File: src/rtl/bus_rr_arbiter.sv
// Four-master round-robin bus arbiter with active-low handshakes, a bus-timeout
// watchdog and per-master masking of masters that timed out.
module bus_rr_arbiter #(
  parameter int TO_CYCLES = 16
) (
  input  logic       clk,
  input  logic       reset,
  input  logic       m0_req_,
  input  logic       m1_req_,
  input  logic       m2_req_,
  input  logic       m3_req_,
  output logic       m0_grnt_,
  output logic       m1_grnt_,
  output logic       m2_grnt_,
  output logic       m3_grnt_,
  input  logic       s_as_,
  input  logic       m_rdy_,
  output logic [1:0] owner,
  output logic       busy,
  output logic       bus_err,
  output logic [1:0] err_owner
);

  localparam int CW = $clog2(TO_CYCLES + 1);
  localparam logic [CW-1:0] CNT_LAST = CW'(TO_CYCLES - 1);

  typedef enum logic {IDLE, OWN} state_t;

  state_t        state, state_nxt;
  logic [3:0]    req_low, avail;
  logic [3:0]    grnt_q, grnt_nxt;
  logic [3:0]    mask, mask_nxt;
  logic [1:0]    owner_nxt, err_owner_nxt;
  logic [1:0]    winner, cand;
  logic          found, stall, busy_nxt, bus_err_nxt;
  logic [CW-1:0] cnt, cnt_nxt;

  assign req_low = ~{m3_req_, m2_req_, m1_req_, m0_req_};
  assign avail   = req_low & ~mask;
  assign stall   = ~s_as_ & m_rdy_;
  assign {m3_grnt_, m2_grnt_, m1_grnt_, m0_grnt_} = grnt_q;

  // Round-robin search starting just after the last owner; the last owner is
  // visited last so a lone requester can still be re-granted.
  always_comb begin
    winner = owner;
    found  = 1'b0;
    cand   = owner;
    for (int i = 1; i <= 4; i++) begin
      cand = owner + 2'(i);
      if (!found && avail[cand]) begin
        winner = cand;
        found  = 1'b1;
      end
    end
  end

  always_comb begin
    state_nxt     = state;
    grnt_nxt      = grnt_q;
    owner_nxt     = owner;
    err_owner_nxt = err_owner;
    bus_err_nxt   = 1'b0;
    cnt_nxt       = '0;
    mask_nxt      = mask & req_low;
    case (state)
      IDLE: begin
        if (found) begin
          state_nxt = OWN;
          grnt_nxt  = ~(4'b0001 << winner);
          owner_nxt = winner;
        end
      end
      OWN: begin
        // Timeout beats a same-cycle release; the mask is only set if the
        // owner is still requesting, since a release already clears it.
        if (stall && cnt == CNT_LAST) begin
          state_nxt     = IDLE;
          grnt_nxt      = 4'hF;
          bus_err_nxt   = 1'b1;
          err_owner_nxt = owner;
          if (req_low[owner]) mask_nxt[owner] = 1'b1;
        end else if (!req_low[owner]) begin
          state_nxt = IDLE;
          grnt_nxt  = 4'hF;
        end else if (stall) begin
          cnt_nxt = cnt + 1'b1;
        end
      end
    endcase
    busy_nxt = ~&grnt_nxt;
  end

  always_ff @(posedge clk) begin
    if (!reset) begin
      state     <= IDLE;
      grnt_q    <= 4'hF;
      owner     <= 2'd3;
      busy      <= 1'b0;
      bus_err   <= 1'b0;
      err_owner <= 2'd0;
      cnt       <= '0;
      mask      <= 4'h0;
    end else begin
      state     <= state_nxt;
      grnt_q    <= grnt_nxt;
      owner     <= owner_nxt;
      busy      <= busy_nxt;
      bus_err   <= bus_err_nxt;
      err_owner <= err_owner_nxt;
      cnt       <= cnt_nxt;
      mask      <= mask_nxt;
    end
  end

endmodule

File: config.mk
export PLATFORM = sky130hd
export DESIGN_NAME = bus_rr_arbiter
export DESIGN_NICKNAME = d
export VERILOG_FILES = /design/src/rtl/bus_rr_arbiter.sv
export SDC_FILE = /design/constraint.sdc
export NUM_CORES = 1
export LEC_CHECK = 0
export CAP_MARGIN = 20
export CORE_UTILIZATION = 40
export CTS_CLUSTER_SIZE = 30
export DETAILED_ROUTE_END_ITERATION = 10
export PLACE_DENSITY = 0.59
export REMOVE_ABC_BUFFERS = 1
export SLEW_MARGIN = 20
export SYNTH_ARGS = -nofsm -noshare
export SYNTH_HDL_FRONTEND = slang
export SYNTH_SLANG_ARGS = --single-unit
File: constraint.sdc
create_clock -name clk -period 5.46 [get_ports clk]
set_input_delay 1.092 -clock clk [delete_from_list [all_inputs] [get_ports clk]]
set_output_delay 1.092 -clock clk [all_outputs]
set_load 0.02 [all_outputs]
After elaboration in Yosys (flattened, before gate mapping)
Cells that the tools add are included.
Widths: inputs -> output; s select.
{ "totals": {"input_bits": 8, "wordCells": 77, "output_inout_bits": 10, "regBits": 20} }
{ "op_classes": {"reduce_logical": 14, "n_addsub": 4, "magnitude_cmp": 5, "shifts": 1, "bitwise_logic": 12, "eq_ne": 1, "mux": 32} }
{ "op_table": {"columns": ["cell", "n"], "rows": [
  ["$mux 4", 6],
  ["$mux 1", 14],
  ["$lt 2x3->1 const B", 4],
  ["$not 4->4", 3],
  ["$bmux 1 s2", 5],
  ["$and 4x4->4", 2],
  ["$mux 2", 4],
  ["$pmux 4 s2", 1],
  ["$reduce_and 2->1", 3],
  ["$add 5x1->5 const B", 1],
  ["$eq 5x4->1 const B", 1],
  ["$logic_and 1x1->1", 5],
  ["$not 1->1", 5],
  ["$reduce_or 5->1", 1],
  ["$add 2x2->2 const B", 2],
  ["$logic_not 1->1", 4],
  ["$or 4x4->4", 1],
  ["$reduce_and 4->1", 1],
  ["$shl 1x2->4 const A", 1],
  ["$add 2x1->2 const B", 1],
  ["$demux 1 s2", 1],
  ["$ge 2x1->1 const B", 1],
  ["$pmux 1 s2", 1],
  ["$and 1x1->1", 1]
]} }

Logic depth before layout (Yosys ltp)
{ "logic_depth": {"depth_word": 20, "mapped_depth": 8, "depth_no_buf": 8} }

Worst setup path after synthesis
No wires, ideal clock.
{ "synth_path": {"path_kind": "input to register", "start": "in m0_req_", "end": "reg grnt_q[1]", "cell_stages": 5, "required_ns": 5.338, "arrival_time_ns": 2.555, "path_slack_ns": 2.783, "path_cell_list": "nor2_1 > mux4_2 > o211a_1 > or3_1 > o32a_1"} }
{ "synth_via": {"elab_chain_cells": 18, "elab_cells_between_ends": 32} }
{ "synth_rtl": {"columns": ["element", "line", "source"], "rows": [
  ["start: declaration", "8", "input logic m0_req_,"],
  ["$not 4->4 *", "38", "assign req_low = ~{m3_req_, m2_req_, m1_req_, m0_req_};"],
  ["$and 4x4->4", "39", "assign avail = req_low & ~mask;"],
  ["$bmux 1 s2", "51", "if (!found && avail[cand]) begin"],
  ["$mux 1 (implied by the code)", "51", null],
  ["$mux 1", "51", null],
  ["$logic_not 1->1", "51", null],
  ["$logic_and 1x1->1", "51", null],
  ["$mux 1", "51", null],
  ["(+2 left out)", null, null],
  ["$mux 1", "51", null],
  ["$logic_not 1->1", "51", null],
  ["$logic_and 1x1->1", "51", null],
  ["$mux 2", "51", null],
  ["$shl 1x2->4", "70", "grnt_nxt = ~(4'b0001 << winner);"],
  ["$not 4->4", "70", null],
  ["$mux 4", "68", "if (found) begin"],
  ["$pmux 4 s2 *", "66", "case (state)"],
  ["end signal: assignment", "106", "grnt_q <= grnt_nxt;"],
  ["end: declaration", "31", "logic [3:0] grnt_q, grnt_nxt;"]
]} }
Mark *: on every way between the ends. The rest lies on a longest branch, timed or not. The select of a mux whose other input is x is not followed.
A chain may end at the register's enable or synchronous reset.

Final worst setup path
{ "layout_path": {"start": "in m3_req_", "end": "reg grnt_q[1]"} }
{ "layout_via": {"elab_chain_cells": 18, "elab_cells_between_ends": 32} }
{ "layout_rtl": {"columns": ["element", "line", "source"], "rows": [
  ["start: declaration", "11", "input logic m3_req_,"],
  ["$not 4->4 *", "38", null],
  ["$and 4x4->4", "39", null],
  ["$bmux 1 s2", "51", null],
  ["$mux 1 (implied by the code)", "51", null],
  ["$mux 1", "51", null],
  ["$logic_not 1->1", "51", null],
  ["$logic_and 1x1->1", "51", null],
  ["$mux 1", "51", null],
  ["(+2 left out)", null, null],
  ["$mux 1", "51", null],
  ["$logic_not 1->1", "51", null],
  ["$logic_and 1x1->1", "51", null],
  ["$mux 2", "51", null],
  ["$shl 1x2->4", "70", null],
  ["$not 4->4", "70", null],
  ["$mux 4", "68", null],
  ["$pmux 4 s2 *", "66", null]
]} }
Marked as above.

==> impl_results.rst <==
.. list-table::
   :header-rows: 1

   * - Metric
     - Value
   * - Logic pwr share
     - 31.7%
   * - Ratio of cells with drive above 1 in the final layout
     - 3.79%
   * - CP Class
     - primary input to flop
   * - Remaining number of nets flagged by the antenna check after routing
     - 0
   * - Final-stage net count
     - 148
   * - Number of DRC violations after detailed routing
     - 0
   * - Maximum number of pins on one net before global-route repair
     - 16
   * - RSZ-0062 raised after global routing
     - false
   * - Share of synthesized area occupied by flip-flops and latches
     - 38.8%
   * - Cell count after synthesis
     - 116
   * - Effective utilization at floorplan
     - 42.0%
   * - Most area-consuming cells after synthesis
     - dfxtp_1 39%, ha_1 7.3%, nor2_1 5.5%, nor2b_1 5.5%, a21oi_1 3.4%
   * - H-tree depth
     - 1
   * - Worst slew pin tran
     - 0.556 ns
   * - Via count of the first global-routing pass
     - 788
   * - Worst-case setup slack after placement
     - 2.10 ns
   * - Post-synth top area share
     - 38.8%
   * - Hold violation count in the final report
     - 0
   * - Post-CTS repair timing setup buffer count
     - 0
   * - Maximum VDD drop
     - 0.000198 V
   * - Cell count of the worst reg-to-reg path
     - 6
   * - Antenna diode count
     - 0
   * - Worst Path Arrival
     - 3.26 ns
   * - Post-route worst hold slack
     - 0.455 ns
   * - Count of cell types in the netlist
     - 36
   * - Count of port buffers added during placement
     - 17
   * - Source of the critical timing path
     - m3_req_
   * - First-pass GRT wire length
     - 3440 µm
   * - Estimated wirelength of the detail-placed design
     - 1570 µm
   * - Post-synthesis to final-layout area growth
     - 20.9%
   * - Status
     - completed
   * - Category of the worst setup path launch point
     - primary input
   * - Required time of the critical path
     - 5.65 ns
   * - FF-to-FF setup slack
     - 2.79 ns
   * - Post-synthesis instance area
     - 1030 µm²
   * - Number of clock buffers inserted by TritonCTS
     - 3
   * - Detail-routed via count per cell
     - 5.58
   * - Fmax
     - 325 MHz
   * - Time the final worst path needs with I/O delays and setup
     - 3.07 ns
   * - CTS root buf
     - clkbuf_4
   * - Routed length per placed instance
     - 13.3 µm
   * - Most frequent cells after synthesis
     - 20 x dfxtp_1, 15 x nor2_1, 9 x nor2b_1
   * - Pint
     - 237 µW
   * - Leak pwr
     - 0.000458 µW
   * - Power spent charging and discharging nets
     - 116 µW
   * - Number of synthesis warnings
     - 0
   * - Share of async-settable or async-resettable flops after synthesis
     - 0%
   * - Number of maximum-capacitance constraint violations
     - 0
   * - Power per cell area
     - 283 nW/µm²
   * - Total setup violations reported at the end of the flow
     - 0
   * - Critical path endpoint category
     - flop
   * - Clk slew on worst S/H paths
     - 0.09 ns
   * - Number of antenna violations at the first check in global routing
     - 0
   * - Post-CTS Resized
     - 0
   * - DR vias
     - 904
   * - RD Place Congestion
     - 0.797
   * - CTS sink cnt
     - 20
   * - Row count
     - 18
   * - Total global routing overflow
     - 0
   * - Maximum clock path buffer count
     - 2
   * - Worst R2R Start
     - owner[0]
   * - Final WL
     - 2160 µm
   * - Timing endpoint of the critical path
     - grnt_q[1]
   * - Die H
     - 52.8 µm
   * - Critical Path Fanout Max
     - 6
   * - Most common cell in the synthesized netlist
     - dfxtp_1
   * - Switching part of the total power
     - 32.8%
   * - Setup skew after layout
     - 0.00890 ns
   * - Cell taking the most area after synthesis
     - dfxtp_1
   * - Detailed Route Iter0 Violations
     - 24
   * - Insertion delay of the later-clocked pin in the worst-skew pair
     - 0.30 ns
   * - Per-instance average area after synthesis
     - 8.89 µm²
   * - Overall die area
     - 2780 µm²
   * - Top_reg_cell synth
     - dfxtp_1
   * - Register bit total from synthesis
     - 20
   * - Boundary pin count
     - 18
   * - Worst slew margin relative to its limit
     - 62.7%
   * - Min-Delay Path Class
     - flop to flop
   * - Placeable Area
     - 2450 µm²
   * - Total negative slack for setup checks
     - 0 ns
   * - Part of the power in the clock network
     - 19.0%
   * - Total global routing track utilization
     - 17.2%
   * - Ratio of final minimum period to clock period
     - 56.3%
   * - Number of synthesized flops with an enable pin
     - 0
   * - Endpoint of the worst-slack reg-to-reg timing path
     - grnt_q[1]
   * - Quantity of hold-fixing buffers added after cts
     - 0
   * - TritonCTS clock tree
     - done
   * - TritonRoute pass-1 iters
     - 4
   * - Part of the power in registers
     - 49.3%
   * - Final Worst Setup Slack
     - 2.39 ns
   * - Fin. max-slew vios
     - 0
   * - Die extent in x
     - 52.8 µm
[power groups by stage]
stage | Clock (µW) | Sequential, µW | Combinational [µW]
final | 67.0 | 174 | 112
after global routing | 75.1 | 176 | 121
after CTS | 69.7 | 174 | 112
after floorplan | 0 | 183 | 63.4
after detailed placement | 0 | 177 | 111
after global placement | 0 | 177 | 110
[flip-flops by register name, summed over array words and instances, names as in the netlist]
name / flops
bus_err: 1
busy: 1
cnt: 5
err_owner: 2
grnt_q: 4
mask: 4
owner: 2
state: 1
[cells by family after synthesis]
group                      share of synthesized area (%)
DFF                                                 38.8
adders and majority gates                           7.28
and+or+nand+nor                                     26.0
xor gates and xnor gates                            1.70
AOI/OAI and AO/OA                                   18.6
muxes                                               4.73
buffers and inverters                               2.91
[area by class of cell]
cell class	count	area, µm²
repair buffers	17	170
clock buffers	3	22.5
multi-input cells	88	601
flip-flops and latches	20	400
inverters	4	15.0
well taps	30	37.5
fillers	253	1210
[worst max-delay path, cell delays in order]
cell             delay [ns]
clkdlybuf4s50_1        0.59
nor2_1                 0.10
mux4_2                 0.51
o211a_1                0.25
or3_1                  0.39
o32a_1                 0.33
[layer usage]
metal | global-route usage [%] | wire length [µm]
met4 | 5.26 | 15
met2 | 27.0 | 934
met3 | 5.22 | 152
met1 | 22.4 | 1050
met5 | 0 | 0
[stage by stage]
step	total power, µW	instances	util (%)	area [µm²]
floorplan	247	112	-	1020
global placement	287	159	49.8	1220
detailed placement	288	159	49.8	1220
CTS	355	162	50.8	1250
global route	372	162	50.8	1250
finish	352	162	50.8	1250
[cell usage in the layout, fill, tap and decap left out, drive strengths merged]
master	n
nand3b	1
nor3	7
o32a	2
o21a	3
dfxtp	20
clkbuf	3
ha	6
xor2	1
and3	2
nor2	15
mux4	2
o211a	1
and3b	1
a21boi	2
o22ai	2
o211ai	1
a21oi	7
nor4b	1
inv	4
nor3b	1
o41ai	1
o221ai	1
and4	1
a31oi	1
a211oi	3
or4	1
nand2	6
xnor2	1
o22a	2
o21ai	1
or3	1
clkdlybuf4s50	17
nor4bb	1
nand3	4
nor2b	9
[how the worst min path moves through the flow]
| stage | start | to | slack (ns) | cells past startpoint |
|---|---|---|---|---|
| 3_5_place_dp | cnt[0] | cnt[0] | 0.44 | 1 |
| 4_1_cts | cnt[0] | cnt[0] | 0.46 | 1 |
| 3_3_place_gp | cnt[0] | cnt[0] | 0.43 | 1 |
| 5_1_grt | cnt[0] | cnt[0] | 0.48 | 1 |
| 2_1_floorplan | cnt[0] | cnt[0] | 0.42 | 1 |
| 6_report | cnt[0] | cnt[0] | 0.46 | 1 |
(Power assumes the default switching activity.)
